## src/rtl/seg_scan_driver_pkg.sv

```systemverilog
// Shared definitions for the multiplexed seven-segment scan driver.
//   DIGIT_COUNT    : number of multiplexed digits on the display
//   SEG_BLANK      : active-low "all segments off" pattern
//   HEX_SEG_TABLE  : active-low {g,f,e,d,c,b,a} pattern per hex nibble,
//                    element i holds the pattern for nibble value i
//   shadow_t       : per-frame copy of the digit data and masks
package seg_scan_driver_pkg;

    localparam int DIGIT_COUNT = 4;

    localparam logic [6:0] SEG_BLANK = 7'h7F;

    localparam logic [15:0][6:0] HEX_SEG_TABLE = {
        7'h0E, 7'h06, 7'h21, 7'h46,   // F E d C
        7'h03, 7'h08, 7'h10, 7'h00,   // b A 9 8
        7'h78, 7'h02, 7'h12, 7'h19,   // 7 6 5 4
        7'h30, 7'h24, 7'h79, 7'h40    // 3 2 1 0
    };

    typedef struct packed {
        logic [4*DIGIT_COUNT-1:0] digits;
        logic [DIGIT_COUNT-1:0]   blank;
        logic [DIGIT_COUNT-1:0]   blink;
        logic [DIGIT_COUNT-1:0]   dp;
    } shadow_t;

    // Out of reset every digit is blanked so nothing lights until a full
    // frame of real data has been captured.
    localparam shadow_t SHADOW_RESET = '{
        digits: '0,
        blank:  '1,
        blink:  '0,
        dp:     '0
    };

endpackage

```

## src/rtl/seg_scan_driver_seg7_decode.sv

```systemverilog
// Combinational hex nibble to active-low seven-segment decoder.
//   nibble : 4-bit hex value
//   seg    : active-low segments, seg[0]=a .. seg[6]=g
module seg7_decode
    import seg_scan_driver_pkg::*;
(
    input  logic [3:0] nibble,
    output logic [6:0] seg
);

    assign seg = HEX_SEG_TABLE[nibble];

endmodule

```

## src/rtl/seg_scan_driver.sv

```systemverilog
// Four-digit multiplexed seven-segment scan driver.
//   master_clock : system clock, all state on its rising edge
//   rst          : synchronous active-high reset
//   clk_fast     : asynchronous scan clock level; each rising edge advances the digit
//   clk_blink    : asynchronous blink clock level; low phase darkens blinking digits
//   digits       : four hex nibbles, digit i = digits[4i+3:4i]
//   blank_mask   : bit i forces digit i dark
//   blink_mask   : bit i darkens digit i while the blink phase is low
//   dp_mask      : bit i lights the decimal point of digit i
//   an           : active-low anode enables
//   seg          : active-low segments, seg[0]=a .. seg[6]=g
//   dp           : active-low decimal point
//   scan_tick    : one-cycle strobe in the cycle a new digit index first shows
module seg_scan_driver
    import seg_scan_driver_pkg::*;
#(
    parameter int SYNC_STAGES  = 2,
    parameter int BLANK_CYCLES = 2
) (
    input  logic        master_clock,
    input  logic        rst,
    input  logic        clk_fast,
    input  logic        clk_blink,
    input  logic [15:0] digits,
    input  logic [3:0]  blank_mask,
    input  logic [3:0]  blink_mask,
    input  logic [3:0]  dp_mask,
    output logic [3:0]  an,
    output logic [6:0]  seg,
    output logic        dp,
    output logic        scan_tick
);

    logic [SYNC_STAGES-1:0] fast_sync;
    logic [SYNC_STAGES-1:0] blink_sync;
    logic                   fast_prev;

    logic [1:0] idx;
    logic [3:0] guard;
    shadow_t    shadow;

    logic       tick;
    logic       blink_phase;
    logic [1:0] idx_nxt;
    logic [3:0] guard_nxt;
    shadow_t    shadow_nxt;
    logic [3:0] nibble;
    logic [6:0] seg_dec;
    logic       dark;
    logic [3:0] an_nxt;
    logic [6:0] seg_nxt;
    logic       dp_nxt;

    // Synchronised levels and rising-edge detect
    assign tick        = fast_sync[SYNC_STAGES-1] & ~fast_prev;
    assign blink_phase = blink_sync[SYNC_STAGES-1];

    // Next scan state. The outputs are registered from these next values so
    // that an/seg/dp switch in the same cycle the index register does.
    always_comb begin
        idx_nxt    = idx;
        shadow_nxt = shadow;
        guard_nxt  = (guard != 4'd0) ? guard - 4'd1 : 4'd0;
        if (tick) begin
            idx_nxt   = idx + 2'd1;
            guard_nxt = 4'(BLANK_CYCLES);
            // New data is only taken at a frame boundary so a frame never
            // mixes old and new digits.
            if (idx == 2'd3) begin
                shadow_nxt.digits = digits;
                shadow_nxt.blank  = blank_mask;
                shadow_nxt.blink  = blink_mask;
                shadow_nxt.dp     = dp_mask;
            end
        end
    end

    assign nibble = shadow_nxt.digits[{idx_nxt, 2'b00} +: 4];

    seg7_decode u_decode (
        .nibble (nibble),
        .seg    (seg_dec)
    );

    always_comb begin
        dark    = shadow_nxt.blank[idx_nxt] | (shadow_nxt.blink[idx_nxt] & ~blink_phase);
        an_nxt  = 4'hF;
        seg_nxt = SEG_BLANK;
        dp_nxt  = 1'b1;
        if (!dark) begin
            seg_nxt = seg_dec;
            dp_nxt  = ~shadow_nxt.dp[idx_nxt];
            // Anodes stay off during the guard interval while segments settle.
            if (guard_nxt == 4'd0) begin
                an_nxt = ~(4'b0001 << idx_nxt);
            end
        end
    end

    // State and output registers
    always_ff @(posedge master_clock) begin
        if (rst) begin
            fast_sync  <= '0;
            blink_sync <= '0;
            fast_prev  <= 1'b0;
            idx        <= 2'd0;
            guard      <= 4'd0;
            shadow     <= SHADOW_RESET;
            an         <= 4'hF;
            seg        <= SEG_BLANK;
            dp         <= 1'b1;
            scan_tick  <= 1'b0;
        end else begin
            fast_sync  <= {fast_sync[SYNC_STAGES-2:0], clk_fast};
            blink_sync <= {blink_sync[SYNC_STAGES-2:0], clk_blink};
            fast_prev  <= fast_sync[SYNC_STAGES-1];
            idx        <= idx_nxt;
            guard      <= guard_nxt;
            shadow     <= shadow_nxt;
            an         <= an_nxt;
            seg        <= seg_nxt;
            dp         <= dp_nxt;
            scan_tick  <= tick;
        end
    end

endmodule

```

## config.mk

```make
export PLATFORM = sky130hd
export DESIGN_NAME = seg_scan_driver
export DESIGN_NICKNAME = d
export VERILOG_FILES = /design/src/rtl/seg_scan_driver_pkg.sv /design/src/rtl/seg_scan_driver_seg7_decode.sv /design/src/rtl/seg_scan_driver.sv
export SDC_FILE = /design/constraint.sdc
export NUM_CORES = 1
export LEC_CHECK = 0
export BUFFER_PORTS_ARGS = -buffer_cell sky130_fd_sc_hd__buf_2
export CAP_MARGIN = 0
export CELL_PAD_IN_SITES_DETAIL_PLACEMENT = 1
export CELL_PAD_IN_SITES_GLOBAL_PLACEMENT = 1
export CORE_MARGIN = 2
export CORE_UTILIZATION = 45
export DETAILED_ROUTE_END_ITERATION = 6
export MAX_ROUTING_LAYER = met4
export PLACE_DENSITY = 0.83
export SYNTH_ARGS = -nofsm -noshare
export SYNTH_HDL_FRONTEND = slang
export SYNTH_SLANG_ARGS = --single-unit
```

## constraint.sdc

```tcl
create_clock -name master_clock -period 5.5 [get_ports master_clock]
set_input_delay 0.55 -clock master_clock [delete_from_list [all_inputs] [get_ports master_clock]]
set_output_delay 0.55 -clock master_clock [all_outputs]
set_load 0.1 [all_outputs]
```

Yosys cells after proc, flatten, opt, wreduce, memory -nomap -nowiden:

Memory sizes are Yosys's and may differ from the RTL's. A register that Yosys moved wholly into a read port is not among the register bits.
Cells that the tools add are included.
Widths: inputs -> output; s select.

* add/subtract/negate cells: 2
* multipliers: 0
* div/mod/pow operators: 0
* magnitude comparators: 1
* eq/ne operators: 1
* shift-type cells: 2
* mux-type cells: 11
* bitwise operators: 8
* reduce and logical (&&, ||, !) cells: 4

Operators by type and width (number)
* $mux 28: 2
* $shiftx 16x5->4: 1
* $mux 4: 2
* $bmux 1 s2: 3
* $logic_not 4->1: 1
* $not 1->1: 4
* $not 4->4: 1
* $reduce_bool 4->1: 1
* $shl 1x2->4 const A: 1
* $sub 4x1->4 const B: 1
* $lt 2x3->1 const B: 1
* $mux 1: 3
* $reduce_or 3->1: 1
* $add 2x1->2 const B: 1
* $and 1x1->1: 2
* $eq 2x2->1 const B: 1
* $mux 2: 1
* $reduce_or 2->1: 1
* $or 1x1->1: 1

* register bits: 45
* latch bits: 0
* bits in writable memories: 0
* ROM bits: 112
* input port bits: 32
* output and inout bits: 13
* memories kept: 1

Memories
* (name not given): depth 16, width 7, read ports 1, clocked after Yosys merged registers in 1, wr ports 0, line seg_scan_driver_seg7_decode.sv:11 `assign seg = HEX_SEG_TABLE[nibble];`

Depth between registers and ports, before layout:

* depth after elaboration: 8
* depth in mapped cells: 13
* depth with buffers taken out: 10

Cells and area by module:

From an unflattened synthesis, not the netlist that was laid out.

* cells, all modules: 232
* area, all modules: 2272.2 µm²

By module, submodules not included
* seg_scan_driver: instances 1, cells each 197, area an instance 2000.7 µm², seq. area each 1041.0 µm²
* seg7_decode: instances 1, cells each 35, area an instance 271.5 µm², seq. area each 0.0 µm²

Worst setup path after synthesis:

Ideal clock, no wire load.

* path kind: register to register
* start point: register idx[1]
* end point: register seg[3]
* arrival time: 2.662 ns
* path slack: 2.710 ns
* cell stages (with the launch flop): 14
* buffers on the path: 3
* period minus slack after synthesis: 2.790 ns
* cells stage by stage: dfxtp_1 -> ha_1 -> nand3b_1 -> buf_4 -> buf_4 -> buf_4 -> mux2i_1 -> o22a_1 -> o221ai_1 -> inv_1 -> ha_1 -> inv_1 -> mux4_2 -> nand2b_1

* longest elaborated chain between the ends: 8

RTL lines
* start: declaration: line seg_scan_driver.sv:38 `logic [1:0] idx;`
* start signal: assignment: line seg_scan_driver.sv:117 `idx <= idx_nxt;`
* $eq 2x2->1: line seg_scan_driver.sv:69 `if (idx == 2'd3) begin`
* $mux 28: line seg_scan_driver.sv:69
* $mux 28: line seg_scan_driver.sv:64 `if (tick) begin`
* $bmux 1 s2: line seg_scan_driver.sv:86 `dark = shadow_nxt.blank[idx_nxt] | (shadow_nxt.blink[idx_nxt] & ~blink_phase);`
* $mux 1 (not written as such): line seg_scan_driver.sv:86
* $and 1x1->1: line seg_scan_driver.sv:86
* $or 1x1->1: line seg_scan_driver.sv:86
* $reduce_or 2->1 (no source line)
* end: declaration: line seg_scan_driver.sv:29 `output logic [6:0] seg,`

Parallel ways exist; a longest one is shown, timed or not. The select of a mux whose other input is x is not followed.
A chain may end at the register's enable or synchronous reset.

Final worst setup path:

* start point: register idx[0]
* end point: register seg[3]

Same word-level chain as after synthesis.

==> flow_summary.ini <==
[run_status]
status = completed

[routing]
viasPerCell = 5.31
drc = 0
drtIter0Drc = 79
num_vias = 1703
drt-total-wl_um = 5050
firstDrtPassIters = 4
antenna_left = 0
wl_per_cell_um = 15.7

[clock_network]
clk_path_buf_depth = 2
clkLatencyLatePin_ns = 0.30
ctsResizeCount = 0
post_cts_buffers = 0
h-tree-depth = 2
hold_buffers = 0
numCtsBuffers = 5
cts_tree = yes
cts_sinks = 52
path_clk_slew_ns = 0.09
cts_root_buffer = clkbuf_8

[critical_path]
startpoint = idx[0]$_SDFF_PP0_
cp.arrival_ns = 3.79
crit_buf_inv = 2
path_delay_family = simple AND/OR/NAND/NOR gates
critical_path.slowest_cell = dfxtp_1
r2r_cells = 10
cp.depth = 10
reg2reg_slack_ns = 1.91
path_cells = ha_1 > nand3b_1 > buf_4 > mux2i_1 > o22ai_1 > nor2_1 > inv_1 > ha_1 > mux4_2 > nand2b_1
cp_max_fo = 17
cp-end-kind = register
cp-endpoint = seg[3]$_SDFF_PP1_
crit_path_max_incr_delay_ns = 0.60
crit_type = register to register
r2r-start = idx[0]$_SDFF_PP0_
crit_path_frequent_cell = ha_1
critPathLaunchType = register
reg2reg_to = seg[3]$_SDFF_PP1_
required_ns = 5.71

[worst_hold_path]
hold_class = input port to register

[cells_and_area]
num-fill-cells = 556
nets = 290
fin_area_um2 = 2540
final_common_cell = dfxtp_1
final_cell_mix = dfxtp_1 (52), buf_2 (44), mux2i_1 (32)
drive_gt1_share_pct = 23.6
ff_latch_area_um2 = 1040
n_antenna_cell = 0
multi_input_area_um2 = 1050
area_growth_pct = 15.6

[synthesis]
syn-num-nets = 249
ys.flop_type = dfxtp_1
synth-seq-cells = 52
seq_area_frac_synth_pct = 47.4
ys_types = 41
synthArstFlopShare_pct = 0
syn_area_per_cell_um2 = 10.4
ys_warn_count = 0
synthesis.area_um2 = 2200
netlist_instances = 212
synth_edf_count = 0

[floorplan]
rows = 25
dieArea_um2 = 5460
dieWidth_um = 73.9
coreArea_um2 = 4720
pin_count = 45
die_h_um = 73.9
start_util_pct = 46.5

[power]
p_int_uw = 540
swShare_pct = 24.8
ir_drop_uv = 165
p_leak_nw = 1.22
power_density_nw_per_um2 = 282
combPwrFrac_pct = 10.1
sequentialPowerShare_pct = 53.8
p_clk_share_pct = 36.1
switchingPower_uw = 178

[timing]
hold_viol = 0
worst_slack_ns = 1.91
slew_viol_final = 0
setup_violations = 0
tightest_slew_ns = 0.737
fmax_mhz = 279
slew_headroom_pct = 50.7
tns_ns = 0
rsz0062_at_grt = false
min_period_ns = 3.59
skew_ns = 0.00629
post-route-period-util_pct = 65.2

[place]
dpl-instance-area_um2 = 2430
gp_congestion = 0.841
dp_slack_ns = 1.93
portBuffers = 44
dpl.hpwl_um = 3620

[grt]
grt_overflow = 0
grt_pass1_vias = 1689
antenna_found_initial = 0
grt_max_degree = 42
grt_use_total_pct = 20.4
grt_pass1_wl_um = 8220

[flow_run]
drv_cap = 0
## worst min-delay path by stage
stage                                        start                        to  cells after the start
after floorplan           blink_sync[0]$_SDFF_PP0_  blink_sync[1]$_SDFF_PP0_                      1
after global placement     fast_sync[0]$_SDFF_PP0_   fast_sync[1]$_SDFF_PP0_                      1
after detailed placement   fast_sync[0]$_SDFF_PP0_   fast_sync[1]$_SDFF_PP0_                      1
after CTS                                clk_blink  blink_sync[0]$_SDFF_PP0_                      2
after global routing                     clk_blink  blink_sync[0]$_SDFF_PP0_                      2
final                                    clk_blink  blink_sync[0]$_SDFF_PP0_                      2
## routing by layer
layer	up-vias	GRT usage (%)	wire [µm]
met4	0	8.08	126
met1	811	25.8	2400
met3	12	5.08	186
met5	-	-	0
met2	35	31.3	2330
li1	845	-	-
## metrics by stage
step / utilization (%) / std cells / total power, mW / hold WS [ns]
final: 53.8 / 321 / 0.718 / 0.450
after global routing: 53.8 / 321 / 0.747 / 0.449
after CTS: 53.8 / 321 / 0.724 / 0.441
after detailed placement: 51.5 / 313 / 0.467 / 0.448
after global placement: 51.5 / 313 / 0.467 / 0.423
after floorplan: - / 212 / 0.447 / 0.414
## power groups by stage
| stage | Clock [mW] | Sequential, mW | Combinational (mW) |
|---|---|---|---|
| final | 0.259 | 0.386 | 0.0725 |
| after global routing | 0.283 | 0.387 | 0.0766 |
| after CTS | 0.265 | 0.386 | 0.0728 |
| after detailed placement | 0 | 0.395 | 0.0721 |
| after global placement | 0 | 0.395 | 0.0721 |
| after floorplan | 0 | 0.421 | 0.0260 |
## cells by family after synthesis
family,share of synthesized area (%)
fa+ha+maj,2.85
mux,15.6
xor+xnor,0.398
compound gates,12.8
flops,47.4
simple gates,16.2
buf+inv,4.84
## synthesized netlist by cell type, drive strengths merged, types with 3 or more instances
master  count  area [µm²]
o221ai      5        43.8
clkbuf      4        15.0
o22a        3        26.3
nand2       4        15.0
o21ai       3        15.0
o22ai       6        37.5
a21oi       3        15.0
dfxtp      52        1040
nor2       29         109
nor2b       8        57.6
nand4       4        25.0
mux2i      32         320
nor3        3        15.0
a211oi      3        22.5
buf         8        68.8
nand2b      6        37.5
ha          5        62.6
inv         6        22.5
## final cells by class
type / count / share of cell area (%)
clock buffer: 6 / 2.86
multi-input combinational: 142 / 41.4
inverter: 6 / 0.886
sequential: 52 / 41.0
tap: 67 / 3.30
timing repair buffer: 46 / 9.26
clock inverter: 2 / 1.38
## flip-flops by register name, indices dropped and copies added, names as in the netlist
signal,count
fast_sync,2
shadow,28
dp,1
blink_sync,2
idx,2
fast_prev,1
guard,4
an,4
seg,7
scan_tick,1
## worst reg2reg max path: stages, from the launching register on
cell,delay [ns]
dfxtp_1,0.60
ha_1,0.22
nand3b_1,0.51
buf_4,0.47
mux2i_1,0.24
o22ai_1,0.10
nor2_1,0.31
inv_1,0.16
ha_1,0.27
mux4_2,0.47
nand2b_1,0.15
No activity file was read; power rests on OpenSTA's default activity.
